<file path="config.mk">
export PLATFORM = sky130hd
export DESIGN_NAME = btn_mode_router
export DESIGN_NICKNAME = d
export VERILOG_FILES = /design/src/rtl/btn_pkg.sv /design/src/rtl/btn_channel.sv /design/src/rtl/btn_mode_router.sv
export SDC_FILE = /design/constraint.sdc
export NUM_CORES = 1
export LEC_CHECK = 0
export CAP_MARGIN = 10
export CORE_MARGIN = 2
export CORE_UTILIZATION = 44
export DETAILED_ROUTE_END_ITERATION = 6
export GPL_TIMING_DRIVEN = 0
export PLACE_DENSITY = 0.69
export SLEW_MARGIN = 15
export SYNTH_ARGS = -nofsm -noshare
export SYNTH_HDL_FRONTEND = slang
export SYNTH_HIERARCHICAL = 1
export SYNTH_SLANG_ARGS = --single-unit
</file>
<file path="constraint.sdc">
create_clock -name clk -period 2.9 [get_ports clk]
set_input_delay 0.87 -clock clk [delete_from_list [all_inputs] [get_ports clk]]
set_output_delay 0.87 -clock clk [all_outputs]
set_load 0.01 [all_outputs]
</file>
<file path="src/rtl/btn_pkg.sv">
// -----------------------------------------------------------------------------
// btn_pkg
// Shared definitions for the button front end (btn_channel, btn_mode_router):
//   - chState_t : per-channel FSM state encoding (3 bits)
//   - DEF_*     : default sizing and timing constants (timing at 100 MHz)
//   - clog2Min1 : counter/select width helper that never returns 0
//   - max3      : largest of three counts, used to size the shared hold counter
// No ports; imported by the other files.
// -----------------------------------------------------------------------------
package btn_pkg;

  typedef enum logic [2:0] {
    ST_ARM    = 3'd0,
    ST_IDLE   = 3'd1,
    ST_PRESS  = 3'd2,
    ST_REPEAT = 3'd3,
    ST_LOCKED = 3'd4
  } chState_t;

  localparam int DEF_NUM_BTN       = 4;
  localparam int DEF_NUM_MODE      = 2;
  localparam int DEF_DB_CYCLES     = 1_000_000;   // 10 ms
  localparam int DEF_HOLD_CYCLES   = 50_000_000;  // 500 ms
  localparam int DEF_REPEAT_CYCLES = 10_000_000;  // 100 ms

  // $clog2 gives 0 for 1 and 1 for 2; a zero-width vector is illegal, so
  // clamp to 1 bit.
  function automatic int clog2Min1(input int value);
    return (value > 2) ? $clog2(value) : 1;
  endfunction

  function automatic int max3(input int a, input int b, input int c);
    int m;
    m = (a > b) ? a : b;
    return (m > c) ? m : c;
  endfunction

endpackage

</file>
<file path="src/rtl/btn_channel.sv">
// -----------------------------------------------------------------------------
// btn_channel
// One button: 2-flop synchroniser, debouncer, hold/repeat timer and the
// channel FSM. Pulse and level outputs are registered.
//
// Ports
//   clk     in   system clock
//   rst     in   asynchronous reset, active low
//   i_btn   in   raw asynchronous button, 1 = pressed
//   i_lock  in   mode is changing this cycle; an active press is locked out
//   o_pulse out  1-cycle pulse on press and on every auto-repeat
//   o_level out  debounced held level (0 while locked or arming)
//
// state     | meaning
// ----------+---------------------------------------------------------------
// ST_ARM    | after reset; wait for DB_CYCLES consecutive released samples
// ST_IDLE   | released, waiting for a debounced press
// ST_PRESS  | pressed, counting towards the first auto-repeat
// ST_REPEAT | pressed, issuing a pulse every REPEAT_CYCLES
// ST_LOCKED | held across a mode change; silent until released
// -----------------------------------------------------------------------------
module btn_channel
  import btn_pkg::*;
#(
  parameter int DB_CYCLES     = DEF_DB_CYCLES,
  parameter int HOLD_CYCLES   = DEF_HOLD_CYCLES,
  parameter int REPEAT_CYCLES = DEF_REPEAT_CYCLES
) (
  input  logic clk,
  input  logic rst,
  input  logic i_btn,
  input  logic i_lock,
  output logic o_pulse,
  output logic o_level
);

  localparam int DB_W    = clog2Min1(DB_CYCLES);
  localparam int CNT_MAX = max3(DB_CYCLES, HOLD_CYCLES, REPEAT_CYCLES);
  localparam int CNT_W   = clog2Min1(CNT_MAX);

  localparam logic [DB_W-1:0]  DB_LAST  = DB_W'(DB_CYCLES - 1);
  localparam logic [CNT_W-1:0] ARM_LAST = CNT_W'(DB_CYCLES - 1);
  localparam logic [CNT_W-1:0] HOLD_LAST = CNT_W'(HOLD_CYCLES - 1);
  localparam logic [CNT_W-1:0] REP_LAST = CNT_W'(REPEAT_CYCLES - 1);

  logic syncMeta;
  logic syncBtn;

  always_ff @(posedge clk or negedge rst) begin
    if (!rst) begin
      syncMeta <= 1'b0;
      syncBtn  <= 1'b0;
    end else begin
      syncMeta <= i_btn;
      syncBtn  <= syncMeta;
    end
  end

  // Debounce: count consecutive disagreeing samples; any agreeing sample
  // restarts the count, so only an uninterrupted run of DB_CYCLES is accepted.
  logic [DB_W-1:0] dbCnt;
  logic            dbLevel;

  always_ff @(posedge clk or negedge rst) begin
    if (!rst) begin
      dbCnt   <= '0;
      dbLevel <= 1'b0;
    end else if (syncBtn == dbLevel) begin
      dbCnt <= '0;
    end else if (dbCnt == DB_LAST) begin
      dbLevel <= syncBtn;
      dbCnt   <= '0;
    end else begin
      dbCnt <= dbCnt + 1'b1;
    end
  end

  // One counter serves ARM (release run), PRESS (hold delay) and REPEAT
  // (repeat period); it is cleared on every state change and stops at the
  // terminal count, so it never wraps.
  chState_t         state;
  chState_t         stateNext;
  logic [CNT_W-1:0] cnt;
  logic [CNT_W-1:0] cntNext;
  logic             pulseNext;
  logic             levelNext;
  logic             pulseReg;
  logic             levelReg;

  always_comb begin
    stateNext = state;
    cntNext   = cnt;
    pulseNext = 1'b0;
    case (state)
      ST_ARM: begin
        // Uses the synchronised bit, not the debounced level, so a button
        // held through reset release cannot be mistaken for a new press.
        if (syncBtn) begin
          cntNext = '0;
        end else if (cnt == ARM_LAST) begin
          stateNext = ST_IDLE;
          cntNext   = '0;
        end else begin
          cntNext = cnt + 1'b1;
        end
      end
      ST_IDLE: begin
        if (dbLevel) begin
          cntNext = '0;
          // A press landing on a mode change belongs to neither mode.
          if (i_lock) begin
            stateNext = ST_LOCKED;
          end else begin
            stateNext = ST_PRESS;
            pulseNext = 1'b1;
          end
        end
      end
      ST_PRESS: begin
        if (i_lock) begin
          stateNext = ST_LOCKED;
          cntNext   = '0;
        end else if (!dbLevel) begin
          stateNext = ST_IDLE;
          cntNext   = '0;
        end else if (cnt == HOLD_LAST) begin
          stateNext = ST_REPEAT;
          cntNext   = '0;
          pulseNext = 1'b1;
        end else begin
          cntNext = cnt + 1'b1;
        end
      end
      ST_REPEAT: begin
        if (i_lock) begin
          stateNext = ST_LOCKED;
          cntNext   = '0;
        end else if (!dbLevel) begin
          stateNext = ST_IDLE;
          cntNext   = '0;
        end else if (cnt == REP_LAST) begin
          cntNext   = '0;
          pulseNext = 1'b1;
        end else begin
          cntNext = cnt + 1'b1;
        end
      end
      ST_LOCKED: begin
        if (!dbLevel) begin
          stateNext = ST_IDLE;
          cntNext   = '0;
        end
      end
      default: begin
        stateNext = ST_ARM;
        cntNext   = '0;
      end
    endcase
    levelNext = (stateNext == ST_PRESS) || (stateNext == ST_REPEAT);
  end

  always_ff @(posedge clk or negedge rst) begin
    if (!rst) begin
      state    <= ST_ARM;
      cnt      <= '0;
      pulseReg <= 1'b0;
      levelReg <= 1'b0;
    end else begin
      state    <= stateNext;
      cnt      <= cntNext;
      pulseReg <= pulseNext;
      levelReg <= levelNext;
    end
  end

  assign o_pulse = pulseReg;
  assign o_level = levelReg;

endmodule

</file>
<file path="src/rtl/btn_mode_router.sv">
// -----------------------------------------------------------------------------
// btn_mode_router
// Button front end for the mode FSMs: one btn_channel per button, a mode
// register with change detect, registered one-hot/error decode, and routing
// of every button to the slot of the active mode only.
//
// Ports
//   clk            in   system clock
//   rst            in   asynchronous reset, active low
//   i_btn          in   [NUM_BTN]           raw buttons, 1 = pressed
//   i_mode         in   [MODE_W]            mode select, synchronous to clk
//   o_btn_pulse    out  [NUM_MODE*NUM_BTN]  press/repeat pulses, bit m*NUM_BTN+b
//   o_btn_level    out  [NUM_MODE*NUM_BTN]  debounced held level, same indexing
//   o_mode_onehot  out  [NUM_MODE]          registered one-hot of active mode
//   o_mode_err     out                      registered i_mode >= NUM_MODE
// -----------------------------------------------------------------------------
module btn_mode_router
  import btn_pkg::*;
#(
  parameter int NUM_BTN       = DEF_NUM_BTN,
  parameter int NUM_MODE      = DEF_NUM_MODE,
  parameter int MODE_W        = clog2Min1(NUM_MODE),
  parameter int DB_CYCLES     = DEF_DB_CYCLES,
  parameter int HOLD_CYCLES   = DEF_HOLD_CYCLES,
  parameter int REPEAT_CYCLES = DEF_REPEAT_CYCLES
) (
  input  logic                         clk,
  input  logic                         rst,
  input  logic [NUM_BTN-1:0]           i_btn,
  input  logic [MODE_W-1:0]            i_mode,
  output logic [NUM_MODE*NUM_BTN-1:0]  o_btn_pulse,
  output logic [NUM_MODE*NUM_BTN-1:0]  o_btn_level,
  output logic [NUM_MODE-1:0]          o_mode_onehot,
  output logic                         o_mode_err
);

  logic [MODE_W-1:0]   modeReg;
  logic [NUM_MODE-1:0] modeOnehot;
  logic                modeErr;
  logic                modeChange;
  logic [31:0]         modeWide;
  logic                modeErrNext;
  logic [NUM_MODE-1:0] onehotNext;

  // The compare is done at 32 bits so it stays meaningful when NUM_MODE is
  // a power of two and the error case cannot occur.
  assign modeWide    = 32'(i_mode);
  assign modeChange  = (i_mode != modeReg);
  assign modeErrNext = (modeWide >= 32'(NUM_MODE));

  always_comb begin
    onehotNext = '0;
    for (int m = 0; m < NUM_MODE; m++) begin
      if (modeWide == 32'(m)) begin
        onehotNext[m] = 1'b1;
      end
    end
  end

  // Decode is reloaded every cycle (not only on change) so the one-hot comes
  // up one cycle after reset release even if i_mode never moves.
  always_ff @(posedge clk or negedge rst) begin
    if (!rst) begin
      modeReg    <= '0;
      modeOnehot <= '0;
      modeErr    <= 1'b0;
    end else begin
      if (modeChange) begin
        modeReg <= i_mode;
      end
      modeOnehot <= onehotNext;
      modeErr    <= modeErrNext;
    end
  end

  logic [NUM_BTN-1:0] chPulse;
  logic [NUM_BTN-1:0] chLevel;

  for (genvar b = 0; b < NUM_BTN; b++) begin : gChan
    btn_channel #(
      .DB_CYCLES     (DB_CYCLES),
      .HOLD_CYCLES   (HOLD_CYCLES),
      .REPEAT_CYCLES (REPEAT_CYCLES)
    ) uChan (
      .clk     (clk),
      .rst     (rst),
      .i_btn   (i_btn[b]),
      .i_lock  (modeChange),
      .o_pulse (chPulse[b]),
      .o_level (chLevel[b])
    );
  end

  // The registered one-hot is all zero on a mode error, so gating with it
  // also blanks every slot while the mode is invalid.
  for (genvar m = 0; m < NUM_MODE; m++) begin : gMode
    for (genvar b = 0; b < NUM_BTN; b++) begin : gBtn
      assign o_btn_pulse[m*NUM_BTN+b] = chPulse[b] & modeOnehot[m];
      assign o_btn_level[m*NUM_BTN+b] = chLevel[b] & modeOnehot[m];
    end
  end

  assign o_mode_onehot = modeOnehot;
  assign o_mode_err    = modeErr;

endmodule

</file>
==> flow_summary.ini, run 1 <==
[grt]
grt_remaining_overflow = 0
grt_antenna_before_repair = 0
grt_pass1_wl_um = 46260
grt_pass1_vias = 9503
grtUsageTotal_pct = 19.14
pin_count_of_the_biggest_net_entering_global_routing = 104

[synthesis]
synthCells = 1306
synthDistinctLibCells = 68
synth.area.top_cells = dfrtp_1, nor2_1, or3_1
mappedNetlistNets = 1321
ys_warn_count = 6
postSynth.asyncResetShare_pct = 100.0
synth_largest_type_area_fraction_pct = 45.85
post-synth-top-count-cell = dfrtp_1
netlist_area_um2 = 11950
yosys_most_used_dff = dfrtp_1
flop_and_latch_count_out_of_synthesis = 219
synth-edff-count = 0
synth_sequential_area_ratio_pct = 45.85
cell_taking_the_most_area_after_synthesis = dfrtp_1
netlist_top_cells_count = dfrtp_1, nor2_1, nand2_1
syn_avg_cell_area_um2 = 9.152

[outcome]
failing_checks = design-rule violations
status = finished with violations

[route]
antenna_left = 0
drt_wl_total_um = 27000
dr.pass1.iters = 7
routed_wire_length_per_instance_um = 15.70
via_count = 9866
remaining_drc_errors = 3
via_per_inst = 5.736
drtIter0Drc = 565

[setup_path]
worstSetupStartpointType = flop
crit_path_top_delay_cell = dfrtp_1
worst_setup_path_end_kind = output port
crit_type = reg -> out
worst-endpoint-arrival_ns = 1.91
critPathMaxStageDelay_ns = 0.64
required_ns = 2.03
timing.critical_path.fanout_max = 9
crit_path_cell_trace = and2_1, clkdlybuf4s50_1

[cts]
tritoncts = yes
tritoncts.num_buffers = 25
cts.sink_count = 219
clockBufferDepth = 3
clkTransAtPathRegs_ns = 0.06
cts_root_buffer = clkbuf_16
clk-insertion-delay-late_ns = 0.52
cts-htree-levels = 1

[power]
vdd_drop_max_v = 0.0004551
power.density_cell_area_nw_per_um2 = 482.3
total_power_mw = 6.550
total_leakage_power_nw = 5.763

[timing]
clock_skew_ns = 0.006820
finalSetupViolCount = 0
fin_crit_sh_pct = 95.89
maxSlewHeadroom_pct = 52.02
achievable-frequency_mhz = 359.6
timing.final.max_slew_violations = 0
tightest_slew_ns = 0.7132
grt_setup_unrepaired = yes
final_critical_path_time_including_i_o_delays_and_setup_ns = 2.781
final_hold_viol_count = 0
timing.final.ws_setup_ns = 0.1192

[floorplanning]
top_level_ports = 26
die-height_um = 168.8
placement_rows = 60
fp.dieArea_um2 = 28500
core-area_um2 = 26800
width_of_the_die_um = 168.8
initial_core_util_pct = 44.60

[placement]
dpl.cell_count = 1673
place.detailed.hpwl_um = 18430
place_worst_setup_slack_ns = -0.8745
postPlaceCellArea_um2 = 12680
final_estimated_routing_congestion_in_global_placement = 0.8815
portBuffers = 24

[worst_hold_path]
holdCritPathClass = in -> async

[layout]
final_design_area_no_fill_um2 = 13580
post_route_cells_drive_above_1_share_pct = 9.137
area_growth_syn_to_layout_pct = 13.62
post_layout_nonfiller_instances = 1720
antenna_cells = 0
fill_cells = 2430
final_nets = 1377
utilization_pct = 50.67

[job]
max_cap_viol_count = 0
-- final cells by class --
| class | count | area [um2] | share of cell area [%] |
|---|---|---|---|
| Inverter | 61 | 229.0 | 1.686 |
| Sequential cell | 219 | 5480 | 40.35 |
| Clock buffer | 32 | 691.9 | 5.095 |
| Clock inverter | 12 | 141.4 | 1.041 |
| Timing Repair Buffer | 29 | 322.8 | 2.377 |
| Multi-Input combinational cell | 982 | 5974 | 43.99 |
| Buffer | 44 | 314.1 | 2.313 |
| Tap cell | 341 | 426.7 | 3.142 |
-- worst max-delay path: cells and delay by family, from the launching register on --
family                 cells  cell delay, ns
flip-flops                 1            0.64
buffers and inverters      1            0.54
AND/OR/NAND/NOR            1            0.21
-- cell usage in the layout, fill, tap and decap left out, types with 14 or more instances in the layout --
| cell type | n |
|---|---|
| dfrtp_1 | 219 |
| nor2_1 | 160 |
| nand2_1 | 94 |
| o21ai_0 | 77 |
| nand3_1 | 73 |
| or3_1 | 63 |
| a21oi_1 | 63 |
| inv_1 | 61 |
| nand4_1 | 50 |
| xor2_1 | 42 |
| xnor2_1 | 35 |
| and3_1 | 33 |
| nor3_1 | 29 |
| nor4_1 | 27 |
| a21o_1 | 27 |
| clkbuf_16 | 25 |
| clkdlybuf4s50_1 | 23 |
| and2_1 | 22 |
| and4_1 | 17 |
| clkbuf_1 | 16 |
| buf_6 | 16 |
| nor3b_1 | 14 |
-- metal layers --
metal | track usage [%] | share of wire (%) | up-vias
met5 | 0 | 0 | -
met3 | 2.128 | 4.0 | 38
met1 | 27.16 | 47 | 4813
li1 | - | - | 4811
met2 | 31.41 | 47 | 204
met4 | 4.910 | 2.0 | 0
-- metrics by stage --
stage / setup TNS [ns] / hold slack, ns
2_1_floorplan: 0 / 0.3312
3_3_place_gp: -1927.36 / 0.3373
3_5_place_dp: -65.81 / 0.3411
4_1_cts: 0 / 0.2700
5_1_grt: -0.01064 / 0.2933
6_report: 0 / 0.2624
-- registers in the layout, summed over array words and instances (netlist names) --
signal                flops
gChan.uChan/cnt         104
gChan.uChan/dbCnt        80
gChan.uChan/state        12
gChan.uChan/dbLevel       4
gChan.uChan/o_level       4
gChan.uChan/o_pulse       4
gChan.uChan/syncBtn       4
gChan.uChan/syncMeta      4
o_mode_onehot             2
modeReg                   1
-- final timing paths --
kind                                               from                       to  depth (start not counted)  slack (ns)
worst max-delay path                   o_mode_onehot[1]           o_btn_pulse[4]                          2        0.12
worst min register to register  gChan[0].uChan/syncMeta   gChan[0].uChan/syncBtn                          0        0.36
worst max register to register    gChan[3].uChan/cnt[0]   gChan[3].uChan/cnt[24]                          9        0.21
max in group asynchronous                           rst  gChan[0].uChan/syncMeta                          3        1.41
worst min-delay path                                rst   gChan[1].uChan/cnt[13]                          1        0.26
min in group clk                gChan[0].uChan/syncMeta   gChan[0].uChan/syncBtn                          0        0.36
-- power breakdown --
group	total, mW	internal [mW]	leakage (nW)	switching (mW)
clock network	3.20	1.94	0.415	1.25
logic	0.212	0.0748	2.34	0.138
registers	3.14	3.09	3.01	0.0465
-- what timing repair did --
action	in CTS	in global routing
buffers inserted	0	3
cloned	0	0
hold buffers	0	0
pin swaps	0	1
setup endpoints to repair	81	29
resized for setup	3	7
-- cell families (layout without fill, tap and decap cells) --
family | count (synthesis) | after routing | synth area share, %
AO/OA/AOI/OAI | 239 | 239 | 12.79
XOR/XNOR | 78 | 78 | 5.715
adder cells (fa/ha/maj) | 8 | 8 | 0.8375
buffers and inverters | 105 | 178 | 4.522
flip-flops | 219 | 219 | 45.85
multiplexers | 9 | 9 | 0.8270
other | 1 | 1 | 0.03137
AND/OR/NAND/NOR | 647 | 647 | 29.43
Power figures use the tool's default switching activity.
==> inputs of run 2 (changes only) <==
--- a/config.mk
+++ b/config.mk
@@ -11,6 +11,8 @@
 export DETAILED_ROUTE_END_ITERATION = 6
 export GPL_TIMING_DRIVEN = 0
 export PLACE_DENSITY = 0.69
+export SKIP_CTS_REPAIR_TIMING = 1
+export SKIP_LAST_GASP = 1
 export SLEW_MARGIN = 15
 export SYNTH_ARGS = -nofsm -noshare
 export SYNTH_HDL_FRONTEND = slang
==> run 2 against run 1 <==
The run now ends clean. Sequential share of layout area is essentially flat. Worst setup slack lost 0.0074 ns. Global-route usage is essentially flat. Clock power is essentially flat. Total power is essentially flat. Critical path depth is the same. Combinational power is essentially flat. First-iteration DRC count grew 12%. Fmax shrank 0.26%.
==> flow_summary.ini, run 2 (synthesis results as in run 1) <==
[outcome]
status = finished, final reports clean

[job]
max_cap_viol_count = 0

[setup_path]
worstReg2RegEnd = gChan[3].uChan/cnt[24]
required_ns = 2.03
regToRegStartpoint = gChan[3].uChan/cnt[0]
crit_type = reg -> out
worst_setup_path_end_kind = output port
worstSetupStartpointType = flop
timing.critical_path.fanout_max = 9
rr_worst_depth = 9
ff2ff_setup_slack_ns = 0.21
worst-endpoint-arrival_ns = 1.92

[route]
antenna_left = 0
dr.pass1.iters = 7
drt_wl_total_um = 26930
routed_wire_length_per_instance_um = 15.65
drtIter0Drc = 634
via_per_inst = 5.706
remaining_drc_errors = 0
via_count = 9815

[grt]
grt_antenna_before_repair = 0
grtUsageTotal_pct = 19.13
pin_count_of_the_biggest_net_entering_global_routing = 104
grt_pass1_wl_um = 46240
grt_remaining_overflow = 0
grt_pass1_vias = 9495

[layout]
max_flop_register = gChan.uChan/cnt
layout.cells.most_common_list = dfrtp_1, nor2_1, nand2_1, o21ai_0, nand3_1
top_regs = gChan.uChan/cnt: 104 flops, gChan.uChan/dbCnt: 80 flops, gChan.uChan/state: 12 flops
largest_reg_flops = 104
fill_cells = 2429
antenna_cells = 0
area_growth_syn_to_layout_pct = 13.61
post_route_cells_drive_above_1_share_pct = 9.137
final_design_area_no_fill_um2 = 13580
utilization_pct = 50.67
final_nets = 1377
mostFrequentLayoutCell = dfrtp_1

[cts]
clockBufferDepth = 3
clk-insertion-delay-late_ns = 0.52
tritoncts.num_buffers = 25
tritoncts = yes
cts-htree-levels = 1
cts.sink_count = 219
clkTransAtPathRegs_ns = 0.06
cts_root_buffer = clkbuf_16

[timing]
setup_total_negative_slack_ns = 0
timing.final.max_slew_violations = 0
final_critical_path_time_including_i_o_delays_and_setup_ns = 2.788
maxSlewHeadroom_pct = 52.02
final_hold_viol_count = 0
fin_crit_sh_pct = 96.14
grt_setup_unrepaired = yes
clock_skew_ns = 0.007224
tightest_slew_ns = 0.7132
finalSetupViolCount = 0
achievable-frequency_mhz = 358.7

[floorplanning]
width_of_the_die_um = 168.8
top_level_ports = 26
die-height_um = 168.8
initial_core_util_pct = 44.60
core-area_um2 = 26800
fp.dieArea_um2 = 28500
placement_rows = 60

[power]
power.density_cell_area_nw_per_um2 = 482.3
vdd_drop_max_v = 0.0004571
total_power_mw = 6.550
total_leakage_power_nw = 5.763

[placement]
postPlaceCellArea_um2 = 12680
final_estimated_routing_congestion_in_global_placement = 0.8815
place.detailed.hpwl_um = 18430
portBuffers = 24

[worst_hold_path]
holdCritPathClass = in -> async
[run 2: worst max-delay path by stage]
stage                          start                      to  slack, ns  cells past startpoint
global placement                 rst   gChan[3].uChan/cnt[4]      -8.54                      1
CTS                           i_mode  gChan[3].uChan/cnt[24]      -0.33                     10
detailed placement            i_mode   gChan[3].uChan/cnt[4]      -0.87                      9
floorplan                     i_mode  gChan[3].uChan/cnt[22]       0.40                      9
global route                  i_mode   gChan[0].uChan/cnt[4]      -0.07                      8
finish              o_mode_onehot[0]          o_btn_pulse[3]       0.11                      2
[run 2: cell type report]
cell class	count	area (um2)	area share (%)
multi-input combinational	982	5973	43.99
sequential	219	5480	40.36
clock buffer	32	691.9	5.095
tap	341	426.7	3.142
timing repair buffer	29	322.8	2.377
buffer	44	314.1	2.313
inverter	61	229.0	1.686
clock inverter	12	141.4	1.041
[run 2: worst max-delay path: stages, from the launching register on]
cell	delay (ns)
dfrtp_1	0.66
and2_1	0.20
clkdlybuf4s50_1	0.54
[run 2: metrics by stage]
stage,instances,hold slack [ns],worst slack [ns]
2_1_floorplan,1306,0.3312,0.4023
6_report,1720,0.2629,0.1118
3_3_place_gp,1671,0.3373,-8.539
5_1_grt,1720,0.2933,-0.07053
3_5_place_dp,1673,0.3411,-0.8745
4_1_cts,1717,0.2700,-0.3257
[run 2: per-layer routing]
metal,vias up,share of wire [%],GRT usage [%]
li1,4812,-,-
met3,34,3.7,2.128
met2,181,47,31.34
met4,0,1.9,4.910
met5,-,0,0
met1,4788,48,27.19
[run 2: where the power goes]
group,internal (mW),total (mW),switching [mW]
sequential,3.09,3.14,0.0462
combinational,0.0747,0.212,0.138
clock,1.94,3.20,1.25
total,5.11,6.55,1.44
